==> src/rtl/seq_add_pkg.sv <==
// rtl/seq_add_pkg.sv - shared types and configuration check for the chunked adder
package seq_add_pkg;

    typedef enum logic [1:0] {
        ST_IDLE = 2'd0,
        ST_RUN  = 2'd1,
        ST_DONE = 2'd2
    } state_t;

    // A legal configuration splits the operand into whole, non-empty chunks.
    function automatic bit chunk_cfg_ok(input int width, input int chunk);
        return (chunk >= 1) && (chunk <= width) && ((width % chunk) == 0);
    endfunction

endpackage

==> src/rtl/rca_n.sv <==
// rtl/rca_n.sv - N-bit ripple-carry chunk adder exposing the carry into its MSB
module rca_n #(
    parameter int N = 4
) (
    input  logic [N-1:0] a,
    input  logic [N-1:0] b,
    input  logic         cin,
    output logic [N-1:0] sum,
    output logic         cout,
    output logic         c_msb_in
);

    // Ripple the carry bit by bit; a local variable keeps the chain acyclic.
    always_comb begin
        logic carry;
        carry    = cin;
        c_msb_in = cin;
        sum      = '0;
        for (int i = 0; i < N; i++) begin
            if (i == N - 1) begin
                c_msb_in = carry;
            end
            sum[i] = a[i] ^ b[i] ^ carry;
            carry  = (a[i] & b[i]) | (carry & (a[i] ^ b[i]));
        end
        cout = carry;
    end

endmodule

==> src/rtl/seq_chunk_adder.sv <==
// rtl/seq_chunk_adder.sv - multi-cycle add/subtract processing CHUNK bits per cycle
module seq_chunk_adder
    import seq_add_pkg::*;
#(
    parameter int WIDTH = 32,
    parameter int CHUNK = 8
) (
    input  logic             clk,
    input  logic             rst_n,
    input  logic             in_valid,
    output logic             in_ready,
    input  logic [WIDTH-1:0] a,
    input  logic [WIDTH-1:0] b,
    input  logic             sub,
    output logic             out_valid,
    input  logic             out_ready,
    output logic [WIDTH-1:0] sum,
    output logic             cout,
    output logic             ovf,
    output logic             zero
);

    localparam int NCHUNK = WIDTH / CHUNK;
    localparam int IDXW   = (NCHUNK > 1) ? $clog2(NCHUNK) : 1;
    localparam logic [IDXW-1:0] LAST_IDX = IDXW'(NCHUNK - 1);

    generate
        if (!chunk_cfg_ok(WIDTH, CHUNK)) begin : g_cfg_err
            $error("seq_chunk_adder: WIDTH must be a positive multiple of CHUNK");
        end
    endgenerate

    state_t           state;
    logic [WIDTH-1:0] a_q;
    logic [WIDTH-1:0] b_q;
    logic             carry;
    logic [IDXW-1:0]  idx;

    logic [CHUNK-1:0] chunk_a;
    logic [CHUNK-1:0] chunk_b;
    logic [CHUNK-1:0] chunk_sum;
    logic             chunk_cout;
    logic             chunk_c_msb;
    logic [WIDTH-1:0] sum_next;

    assign in_ready = (state == ST_IDLE);

    // Select the operand slice for the current chunk.
    always_comb begin
        chunk_a = a_q[idx*CHUNK +: CHUNK];
        chunk_b = b_q[idx*CHUNK +: CHUNK];
    end

    rca_n #(
        .N(CHUNK)
    ) u_rca (
        .a        (chunk_a),
        .b        (chunk_b),
        .cin      (carry),
        .sum      (chunk_sum),
        .cout     (chunk_cout),
        .c_msb_in (chunk_c_msb)
    );

    // Assembled result after this cycle's chunk, so zero sees the final value.
    always_comb begin
        sum_next                     = sum;
        sum_next[idx*CHUNK +: CHUNK] = chunk_sum;
    end

    // Control FSM, chunk index, carry chain register and result registers.
    always_ff @(posedge clk or negedge rst_n) begin
        if (!rst_n) begin
            state     <= ST_IDLE;
            a_q       <= '0;
            b_q       <= '0;
            carry     <= 1'b0;
            idx       <= '0;
            sum       <= '0;
            cout      <= 1'b0;
            ovf       <= 1'b0;
            zero      <= 1'b0;
            out_valid <= 1'b0;
        end else begin
            case (state)
                ST_IDLE: begin
                    if (in_valid) begin
                        a_q   <= a;
                        b_q   <= sub ? ~b : b;
                        carry <= sub;
                        idx   <= '0;
                        sum   <= '0;
                        state <= ST_RUN;
                    end
                end
                ST_RUN: begin
                    sum   <= sum_next;
                    carry <= chunk_cout;
                    if (idx == LAST_IDX) begin
                        cout      <= chunk_cout;
                        ovf       <= chunk_cout ^ chunk_c_msb;
                        zero      <= (sum_next == '0);
                        out_valid <= 1'b1;
                        state     <= ST_DONE;
                    end else begin
                        idx <= idx + 1'b1;
                    end
                end
                ST_DONE: begin
                    if (out_ready) begin
                        out_valid <= 1'b0;
                        state     <= ST_IDLE;
                    end
                end
                default: begin
                    state <= ST_IDLE;
                end
            endcase
        end
    end

endmodule

==> config.mk <==
export PLATFORM = sky130hd
export DESIGN_NAME = seq_chunk_adder
export DESIGN_NICKNAME = d
export VERILOG_FILES = /design/src/rtl/seq_add_pkg.sv /design/src/rtl/rca_n.sv /design/src/rtl/seq_chunk_adder.sv
export SDC_FILE = /design/constraint.sdc
export NUM_CORES = 1
export LEC_CHECK = 0
export CORE_UTILIZATION = 35
export DETAILED_ROUTE_END_ITERATION = 16
export DONT_BUFFER_PORTS = 1
export PLACE_DENSITY = 0.58
export SYNTH_ARGS = -nofsm -noshare
export SYNTH_HDL_FRONTEND = slang
export SYNTH_HIERARCHICAL = 1
export SYNTH_SLANG_ARGS = --single-unit
==> constraint.sdc <==
create_clock -name clk -period 8.46 [get_ports clk]
set_clock_uncertainty 0.15 [all_clocks]
set_input_delay 1.692 -clock clk [delete_from_list [all_inputs] [get_ports clk]]
set_output_delay 1.692 -clock clk [all_outputs]
set_load 0.01 [all_outputs]
==> impl_results.md <==
* Critical Setup Path Class: reg -> reg
* Aggregate global-route resource usage at 16.59%
* Initial DRC count at 250
* First-pass GRT wire length at 18,600 µm
* Worst-path clk slew at 0.08 ns
* R2R Setup Slk at 2.21 ns
* Fin. max-slew vios at 0
* Die area at 0.01495 mm²
* Reg2reg path depth at 19
* # clock sinks at 105
* Num ports at 106
* Synth area leader: dfrtp_1
* Pin count of the biggest net entering global routing at 106
* Post-CTS Resized at 0
* Layout cells sized above 1 at 18.47%
* RSZ-0062 raised after global routing: no
* Worst hold slack at 0.3559 ns
* Reg area at 0.002628 mm²
* Dominant synthesized flop cell: dfrtp_1
* Chip height at 122.3 µm
* Relative slew slack at 23.93%
* Top-count cell post-synth: dfrtp_1
* Max Fclk at 160.0 MHz
* Synth area leaders: dfrtp_1, mux2_2, mux4_2
* Number of fill cells at 1,332
* Area grow syn2layout at 9.167%
* Final Hold Vio Count at 0
* DR WL/cell at 20.34 µm
* ANT nets after route at 0
* Diode count at 0
* Initial Util at 36.20%
* Multi-input gate area at 0.002286 mm²
* Worst path arrival time at 6.34 ns
* FF+latch count, synth at 105
* Cell Area, Synth at 0.005064 mm²
* Crit path max fanout at 11
* IO buf count at 0
* Critical Path RT at 8.55 ns
* Post-synth EDFFs at 0
* Clock tree buffer depth at 2
* Most common library cells after synthesis: dfrtp_1, a21oi_1, nor2_1, mux2_2, xnor2_1
* CTS tree: built
* Vias per cell at 5.497
* Final #Nets at 484
* Max Cap Violations at 0
* Startpoint types: flop
* Drt first pass iters at 5
* PD cells at 488.0 mW/mm²
* Post-synth top area share at 51.89%
* Measured slew at the worst slew-check pin at 1.141 ns
* WHS Path Cells at 1
* Syn. warnings at 6
* HP Class: reg -> reg
* Final Setup Violations at 0
* GP Congestion at 0.8392
* Vias at 3,221
* Seq/Total Area, Yosys at 51.89%
* Vias in the first global route at 3,315
* Num rows at 43
* DP HPWL at 8445 µm
* Cts hold-fix bufs at 0
* Async SR Flop Fraction at 100.0%
* Postcts setup bufs at 0
* Status: finished, final reports clean
* Yosys cell types at 45
* Number of remaining DRC errors at 0
* GRT overflow at 0
* Post-Route WL at 11,920 µm
* Leak at 2.250 nW
* Syn_nets at 494
* Peak VDD IR at 0.2781 mV
* # H-tree levels at 3
* Average cell area after synthesis at 12.32 µm²
* Root Buffer: clkbuf_16
* CP endpoint kind: flop
* Die W at 122.3 µm
* Inserted Clock Buffers at 9
* Cell count after synthesis at 411
* Initial antenna violation count at 0
* Core box area at 0.01399 mm²
* Min Tclk post-route at 6.250 ns
* Fin Setup TNS at 0 ns
* Clk_lat worst skew at 0.34 ns
* Fin crit share at 73.88%
[per-stage QoR]
step	util (%)	total power [mW]	instance area, µm²	instances	setup WS, ns
4_1_cts	39.52	2.700	5528	586	2.192
3_5_place_dp	37.30	2.262	5218	570	2.212
6_report	39.52	2.698	5528	586	2.210
5_1_grt	39.52	2.879	5528	586	1.935
3_3_place_gp	37.30	2.224	5218	570	2.392
2_1_floorplan	-	1.823	5064	411	2.357
[worst paths after layout]
kind / endpoint / from
worst max-delay path: zero / idx[0]
worst min-delay path: a_q[16] / a_q[16]
worst max register to register: zero / idx[0]
worst min register to register: a_q[16] / a_q[16]
max in group asynchronous: carry / rst_n
min in group asynchronous: state[1] / rst_n
[flip-flops by register name, summed over array words and instances, names as in the netlist]
signal,flops
cout,1
idx,2
sum,32
b_q,32
out_valid,1
carry,1
a_q,32
state,2
zero,1
ovf,1
[cells in the final DEF (no fill, tap or decap), types with 2 or more instances in the layout]
cell	count
buf_4	3
a22o_1	26
nor3_1	6
dfrtp_1	105
mux2_2	33
clkbuf_16	9
nor2b_1	4
xnor2_1	33
nand2b_1	2
o22ai_1	3
a21oi_1	42
mux4_2	16
or4_1	2
a22o_2	4
nor4_1	6
nor2_1	37
ha_1	6
inv_1	15
or3b_1	2
nand2_1	12
o21ai_0	2
o21ai_1	2
fa_1	8
inv_8	3
mux2i_1	2
[kinds of logic after synthesis]
kind of cell               Yosys count  synth area share (%)
xor gates and xnor gates            33                 5.708
buffers and inverters               39                 3.015
muxes                               51                 14.85
AOI/OAI and AO/OA                   91                 12.11
adders and majority gates           14                 4.645
DFF                                105                 51.89
and+or+nand+nor                     78                 7.784
[final cells by class]
type / instances / share of cell area, %
clock buffers: 9 / 4.074
clock inverters: 7 / 1.539
inverters: 15 / 1.019
multi-input cells: 267 / 41.35
flip-flops and latches: 105 / 47.53
well taps: 180 / 4.074
repair buffers: 3 / 0.4074
[critical path, cell delays in order, from the launching register on]
cell	delay [ns]
dfrtp_1	0.59
buf_4	0.30
mux4_2	0.55
fa_1	0.40
inv_1	0.08
fa_1	0.16
inv_1	0.05
fa_1	0.38
fa_1	0.39
fa_1	0.39
fa_1	0.39
inv_1	0.08
fa_1	0.17
inv_1	0.07
fa_1	0.55
or4_1	0.45
nand4b_1	0.12
o21ai_1	0.07
or4_1	0.48
o41ai_1	0.32
[report_power, final]
group | internal, mW | switching (mW) | total (mW)
sequential | 0.709 | 0.161 | 0.870
clock | 0.236 | 0.195 | 0.431
combinational | 0.569 | 0.827 | 1.40
total | 1.51 | 1.18 | 2.70
[layer usage]
layer	vias to the layer above	part of all wire (%)	global-route usage [%]
met5	-	0	0
met4	0	0.80	5.107
met3	8	7.1	4.554
met2	131	49	26.23
met1	1631	43	22.13
li1	1451	-	-
(Power assumes the default switching activity.)
